==> src/rtl/atsc_rsdec_multilane.sv <==
// atsc_rsdec_multilane: round-robin dispatch of fixed-size segments to
// parallel RS decoder lanes, with in-order collection of decoded output.
module atsc_rsdec_multilane #(
    parameter int NUM_LANES    = 4,
    parameter int DATA_W       = 32,
    parameter int IN_SEG_WORDS = 52,
    parameter int MAX_INFLIGHT = 2
) (
    input  logic                        ap_clk,
    input  logic                        ap_rst_n,
    input  logic [DATA_W-1:0]           s_axis_tdata,
    input  logic                        s_axis_tlast,
    input  logic                        s_axis_tvalid,
    output logic                        s_axis_tready,
    output logic [DATA_W-1:0]           m_axis_tdata,
    output logic                        m_axis_tlast,
    output logic                        m_axis_tvalid,
    input  logic                        m_axis_tready,
    output logic [NUM_LANES*DATA_W-1:0] lane_o_tdata,
    output logic [NUM_LANES-1:0]        lane_o_tlast,
    output logic [NUM_LANES-1:0]        lane_o_tvalid,
    input  logic [NUM_LANES-1:0]        lane_o_tready,
    input  logic [NUM_LANES*DATA_W-1:0] lane_i_tdata,
    input  logic [NUM_LANES-1:0]        lane_i_tlast,
    input  logic [NUM_LANES-1:0]        lane_i_tvalid,
    output logic [NUM_LANES-1:0]        lane_i_tready,
    input  logic [3:0]                  cfg_lanes,
    output logic [15:0]                 frame_err_cnt,
    output logic                        busy
);
    localparam int LW = (NUM_LANES > 1) ? $clog2(NUM_LANES) : 1;
    localparam int WW = (IN_SEG_WORDS > 1) ? $clog2(IN_SEG_WORDS) : 1;
    localparam int FW = $clog2(MAX_INFLIGHT + 1);

    typedef logic [LW-1:0] ptr_t;
    typedef logic [FW-1:0] fl_t;

    ptr_t          wr_ptr;
    ptr_t          rd_ptr;
    ptr_t          wr_nxt;
    ptr_t          rd_nxt;
    logic [WW-1:0] word_cnt;
    fl_t           in_flight [NUM_LANES];
    logic [3:0]    active_lanes;
    logic [3:0]    cfg_eff;
    logic          gate;
    logic          last_word;
    logic          seg_end;
    logic          s_fire;
    logic          m_fire;
    logic          inc;
    logic          dec;
    logic          reload;

    always_comb begin
        cfg_eff = cfg_lanes;
        if (cfg_lanes == 4'd0 || cfg_lanes > 4'(NUM_LANES))
            cfg_eff = 4'(NUM_LANES);

        last_word = (word_cnt == WW'(IN_SEG_WORDS - 1));
        seg_end   = last_word || s_axis_tlast;
        // Credit is only checked before the first word of a segment.
        gate = (word_cnt == '0) &&
               (in_flight[wr_ptr] == fl_t'(MAX_INFLIGHT));

        s_axis_tready = ap_rst_n && !gate && lane_o_tready[wr_ptr];
        s_fire        = s_axis_tvalid && s_axis_tready;

        m_axis_tdata  = lane_i_tdata[rd_ptr*DATA_W +: DATA_W];
        m_axis_tlast  = lane_i_tlast[rd_ptr];
        m_axis_tvalid = ap_rst_n && lane_i_tvalid[rd_ptr];
        m_fire        = m_axis_tvalid && m_axis_tready;

        inc = s_fire && seg_end;
        dec = m_fire && m_axis_tlast && (in_flight[rd_ptr] != '0);

        lane_o_tdata  = '0;
        lane_o_tlast  = '0;
        lane_o_tvalid = '0;
        lane_i_tready = '0;
        lane_o_tdata[wr_ptr*DATA_W +: DATA_W] = s_axis_tdata;
        lane_o_tlast[wr_ptr]  = seg_end;
        lane_o_tvalid[wr_ptr] = ap_rst_n && s_axis_tvalid && !gate;
        lane_i_tready[rd_ptr] = ap_rst_n && m_axis_tready;

        busy = (word_cnt != '0);
        for (int i = 0; i < NUM_LANES; i++)
            busy = busy | (in_flight[i] != '0);

        reload = !busy && !s_fire && (cfg_eff != active_lanes);

        wr_nxt = wr_ptr + ptr_t'(1);
        if (4'(wr_ptr) + 4'd1 >= active_lanes)
            wr_nxt = '0;
        rd_nxt = rd_ptr + ptr_t'(1);
        if (4'(rd_ptr) + 4'd1 >= active_lanes)
            rd_nxt = '0;
    end

    always_ff @(posedge ap_clk) begin
        if (!ap_rst_n) begin
            wr_ptr        <= '0;
            rd_ptr        <= '0;
            word_cnt      <= '0;
            frame_err_cnt <= '0;
            active_lanes  <= cfg_eff;
            for (int i = 0; i < NUM_LANES; i++)
                in_flight[i] <= '0;
        end else begin
            if (s_fire) begin
                word_cnt <= seg_end ? '0 : word_cnt + WW'(1);
                if ((s_axis_tlast != last_word) && (frame_err_cnt != 16'hFFFF))
                    frame_err_cnt <= frame_err_cnt + 16'd1;
            end
            for (int i = 0; i < NUM_LANES; i++) begin
                case ({inc && (wr_ptr == ptr_t'(i)),
                       dec && (rd_ptr == ptr_t'(i))})
                    2'b10:   in_flight[i] <= in_flight[i] + fl_t'(1);
                    2'b01:   in_flight[i] <= in_flight[i] - fl_t'(1);
                    default: in_flight[i] <= in_flight[i];
                endcase
            end
            // Lane count changes only with nothing in flight, so both
            // pointers can safely restart from lane 0.
            if (reload) begin
                active_lanes <= cfg_eff;
                wr_ptr       <= '0;
                rd_ptr       <= '0;
            end else begin
                if (inc)
                    wr_ptr <= wr_nxt;
                if (dec)
                    rd_ptr <= rd_nxt;
            end
        end
    end

endmodule

==> config.mk <==
export PLATFORM = sky130hd
export DESIGN_NAME = atsc_rsdec_multilane
export DESIGN_NICKNAME = d
export VERILOG_FILES = /design/src/rtl/atsc_rsdec_multilane.sv
export SDC_FILE = /design/constraint.sdc
export NUM_CORES = 1
export LEC_CHECK = 0
export CELL_PAD_IN_SITES_DETAIL_PLACEMENT = 0
export CELL_PAD_IN_SITES_GLOBAL_PLACEMENT = 2
export CORE_ASPECT_RATIO = 0.7
export CORE_MARGIN = 2
export CORE_UTILIZATION = 17
export CTS_CLUSTER_DIAMETER = 100
export CTS_CLUSTER_SIZE = 14
export DETAILED_ROUTE_END_ITERATION = 12
export PLACE_DENSITY_LB_ADDON = 0.15
export SYNTH_ARGS = -nofsm -noshare
export SYNTH_HDL_FRONTEND = slang
export SYNTH_SLANG_ARGS = --single-unit
==> constraint.sdc <==
create_clock -name ap_clk -period 3.1 [get_ports ap_clk]
set_clock_uncertainty 0.05 [all_clocks]
set_input_delay 0.31 -clock ap_clk [delete_from_list [all_inputs] [get_ports ap_clk]]
set_output_delay 0.31 -clock ap_clk [all_outputs]
set_load 0.01 [all_outputs]
# Yosys cells after proc, flatten, opt, wreduce, memory -nomap -nowiden
# Memory sizes are Yosys's and may differ from the RTL's. A register that Yosys moved wholly into a read port is not among the register bits.
# Index checks and enable logic that the tools add are counted.
# totals
reg_bits,30
ramBits,8
in_bits,181
output_inout_bits,192
word_cells,187
memories,1
# op_classes
addsub,15
magnitude_cmp,7
n_eq_ne,20
shifts,3
muxes,69
n_bitwise,21
n_reduce_logical,46
# mem_list
name,depth,width,rd,rd_clocked_by_memory_dff,write_ports,line_no,source
in_flight,4,2,6,2,4,43,fl_t in_flight [NUM_LANES];
# op_table
cell,n
$and A128 B128 Y128,1
$shift A32 B34 Y128 const A,1
$shiftx A128 B8 Y32,1
$shiftx A32 B34 Y128,1
$mux W1,42
$mux W2,18
$neg A7 Y34,1
$logic_and A1 B1 Y1,25
$eq A2 B2 Y1 const B,9
$add A16 B1 Y16 const B,1
$ne A16 B16 Y1 const B,1
$or A1 B1 Y1,16
$add A2 B1 Y2 const B,6
$and A4 B4 Y4,3
$eq A2 B1 Y1 const B,6
$mux W4,3
$reduce_bool A2 Y1,5
$reduce_or A2 Y1,5
$ge A3 B4 Y1,2
$sub A2 B1 Y2 const B,4
$add A2 B1 Y3 const B,2
$add A6 B1 Y6 const B,1
$bmux W1 S2,3
$eq A6 B6 Y1 const B,1
16 further kinds,23

# Longest topological paths before layout
# logic_depth
depth_word,15
mapped_depth,11
ltp_nobuf,10

# Worst setup path before layout
# Ideal clock, no wire load.
# synth_path
path_kind,flip-flop to flip-flop
from,register word_cnt[0]
to,memory in_flight[3][0] (netlist bit) (enable)
setup_time_ps,327
arrival_ps,2289
required_ps,2723
slack_ps,434
path_stages_with_launch,10
path_buffers,1
period_less_slack_ps,2666
path_cell_list,dfxtp_1 ha_1 inv_1 or4_1 ha_1 clkbuf_1 nor3_1 inv_1 ha_1 o21ai_0
# synth_rtl
element,line_no,source
"start, declared",42,logic [WW-1:0] word_cnt;
"start signal, assigned",111,word_cnt <= seg_end ? '0 : word_cnt + WW'(1);
"end, declared",43,

==> impl_metrics.csv <==
group,metric,value,unit
outcome,status,"finished, final reports clean",
timing,rsz0062_at_grt,"false",
timing,timing.fmax,346,MHz
cts,cts_hold_buf,0,
synth,synth_xor_area_share,0.778,%
power_and_ir_drop,leakagePower,3.13,nW
cts,clock_latency,290,ps
floorplanning,die_y,140,µm
cts,cts_sinks,42,
grt,grt_overflow,0,
synth,synth_cells,513,
placed_design,place_hpwl,18700,µm
synth,syn-num-nets,723,
timing,finalMaxSlewViolations,0,
worst_hold_path,hold_start,"frame_err_cnt[5]$_SDFFE_PN0P_",
power_and_ir_drop,irDropWorstVdd,0.000199,V
cts,cts_root_buf,"clkbuf_16",
critical_path,start_kind,"flip-flop",
synth,yosysWarningCount,0,
route,drc,0,
placed_design,placed_area,8690,µm²
route,initialDrtViolationCount,184,
finish,nets,1088,
synth,ys_seq_area_share,21.3,%
timing,setup_tns,0,ps
synth,synth_top_cell_by_area,"and2_1",
synth,synth-simple-area-share,36.5,%
placed_design,post-place-cells,1228,
critical_path,cp_max_fo,5,
finish,final_cells,1236,
synth,ys_seq_elements,42,
grt,first_global_vias,5619,
critical_path,cp-end-kind,"output port",
placed_design,gp_congestion,0.862,
timing,final_hold_viol_count,0,
synth,synth_fa_ha_area_share,8.06,%
critical_path,critPathArrivalTime,2530,ps
floorplanning,ios,373,
cts,cts_tree,"done",
floorplanning,design.core.area,25900,µm²
finish,design_area,8860,µm²
placed_design,port_buffers,372,
floorplanning,die-width,199,µm
floorplanning,start_util,17.4,%
cts,cts_htree_levels,2,
synth,syn_avg_cell_area,8.78,µm²
timing,finalSetupViolations,0,
finish,syn_to_final_growth,96.9,%
timing,max-slew-margin-rel,59.0,%
timing,tightest_slew,611,ps
route,routed_wl,22000,µm
grt,grt_max_degree,33,
worst_hold_path,hold_path.class,"flip-flop to flip-flop",
timing,period_share,93.3,%
timing,min_period,2890,ps
critical_path,r2r_start,"word_cnt[0]$_SDFFE_PN0P_",
route,wl_per_cell,17.8,µm
route,via_per_inst,4.27,
finish,final_util,34.3,%
finish,num_antenna_cells,0,
floorplanning,dieArea,27800,µm²
synth,yosysTopAreaCellShare,18.6,%
critical_path,critical_path_class,"flip-flop to output port",
job,max-cap-violations,0,
critical_path,startpoint,"in_flight[2][1]$_SDFFCE_PN0P_",
finish,fillers,2692,
synth,ys_types,49,
grt,antenna_found_initial,0,
synth,synth.area.top_cells,"and2_1, mux4_2, dfxtp_1",
power_and_ir_drop,powerDensity,235,nW/µm²
cts,numCtsBuffers,5,
synth,synthMuxAreaShare,19.6,%
grt,track_usage,15.5,%
cts,clkTransAtPathRegs,70,ps
cts,clock_path_buffers,2,
synth,synth_top_family_by_area,"simple AND/OR/NAND/NOR gates",
synth,synth_compound_area_share,8.39,%
finish,final_layout_size_suffix_gt1_share,8.87,%
route,ant_nets,0,
route,vias,5277,
synth,syn_area,4500,µm²
critical_path,worst-endpoint-required,2740,ps
grt,grt_pass1_wl,33400,µm
route,first_pass_iters,4,
floorplanning,rows,49,
worst max-delay path: stages (launching register included):
cell and delay (ps):
edfxtp_1 490, nor2b_1 180, mux4_2 490, nand2_1 110
nand3_1 200, nor2_1 170, clkdlybuf4s50_1 610
report_power, final:
part / internal, mW / switching (mW)
combinational: 0.544 / 0.344
clock: 0.349 / 0.239
sequential: 0.585 / 0.0227
total: 1.48 / 0.606
area by class of cell:
type	count	area [µm²]	area share (%)
tap	357	447	5.04
multi-input combinational	413	3340	37.6
inverter	28	105	1.19
timing repair buffer	388	3850	43.5
sequential	42	962	10.9
clock buffer	7	154	1.74
clock inverter	1	6.26	0.0706
synth_stat cells (all sizes together):
| master | number |
|---|---|
| nand4 | 9 |
| and3 | 10 |
| nor2 | 26 |
| ha | 29 |
| o211ai | 2 |
| xnor2 | 4 |
| nand2 | 26 |
| or2 | 1 |
| mux4 | 37 |
| nor3 | 21 |
| a211oi | 3 |
| nor2b | 4 |
| o31ai | 8 |
| buf | 9 |
| or4 | 6 |
| a21boi | 1 |
| a21oi | 20 |
| nor4 | 6 |
| or4b | 2 |
| mux2i | 5 |
| nor3b | 1 |
| or3 | 5 |
| o21ai | 14 |
| a41o | 1 |
| nor4b | 1 |
| and4 | 4 |
| clkbuf | 21 |
| and2 | 134 |
| edfxtp | 12 |
| o311a | 1 |
| nand4bb | 2 |
| nand3b | 1 |
| a32o | 1 |
| conb | 1 |
| inv | 28 |
| nand3 | 12 |
| o32ai | 3 |
| nand2b | 11 |
| dfxtp | 30 |
| a211o | 1 |
worst paths after layout:
path,end,slack [ps],depth (start not counted)
worst min register to register,frame_err_cnt[5]$_SDFFE_PN0P_,450,2
worst max register to register,in_flight[2][1]$_SDFFCE_PN0P_,370,10
worst min-delay path,frame_err_cnt[5]$_SDFFE_PN0P_,450,2
worst max-delay path,lane_o_tvalid[3],210,6
per-layer routing:
| layer | wire, µm | vias to the layer above | track usage [%] |
|---|---|---|---|
| met4 | 242 | 0 | 2.59 |
| met1 | 9420 | 2549 | 19.6 |
| li1 | - | 2574 | - |
| met3 | 1060 | 15 | 3.06 |
| met2 | 11300 | 139 | 27.7 |
| met5 | 0 | - | 0 |
cells by family after synthesis:
| family | Yosys count |
|---|---|
| AO/OA/AOI/OAI | 55 |
| XOR/XNOR | 4 |
| adder cells (fa/ha/maj) | 29 |
| buffers and inverters | 58 |
| flip-flops | 42 |
| multiplexers | 42 |
| other | 1 |
| AND/OR/NAND/NOR | 282 |
placed cells by master (no fill, tap or decap), types with 6 or more instances in the layout:
cell | Yosys | routed
clkdlybuf4s50_1 | 0 | 372
and2_1 | 134 | 134
mux4_2 | 37 | 37
dfxtp_1 | 30 | 29
inv_1 | 28 | 28
ha_1 | 29 | 27
nand2_1 | 26 | 26
nor2_1 | 26 | 25
a21oi_1 | 20 | 20
nor3_1 | 21 | 18
o21ai_0 | 13 | 13
buf_4 | 1 | 13
nand3_1 | 12 | 12
edfxtp_1 | 12 | 12
nand2b_1 | 11 | 11
and3_1 | 9 | 9
nand4_1 | 9 | 9
or4_1 | 6 | 6
o31ai_1 | 6 | 6
clkbuf_16 | 0 | 6
registers in the layout (all words and copies together), names as in the netlist, named ones only:
name / count
in_flight: 8
frame_err_cnt: 16
rd_ptr: 2
active_lanes: 4
wr_ptr: 2
word_cnt: 6
what timing repair did:
action	4_1_cts	5_1_grt
gates resized for setup	0	6
buffers inserted	0	0
setup endpoints to repair	0	101
hold endpoints to repair	0	0
through the flow:
| step | setup slack (ps) | hold slack (ps) | power [mW] |
|---|---|---|---|
| finish | 209 | 452 | 2.08 |
| global route | 25.9 | 486 | 2.19 |
| CTS | 32.2 | 447 | 2.11 |
| detailed placement | 308 | 438 | 1.52 |
| global placement | 355 | 423 | 1.51 |
| floorplan | 434 | 412 | 0.945 |
(Power assumes the default switching activity.)
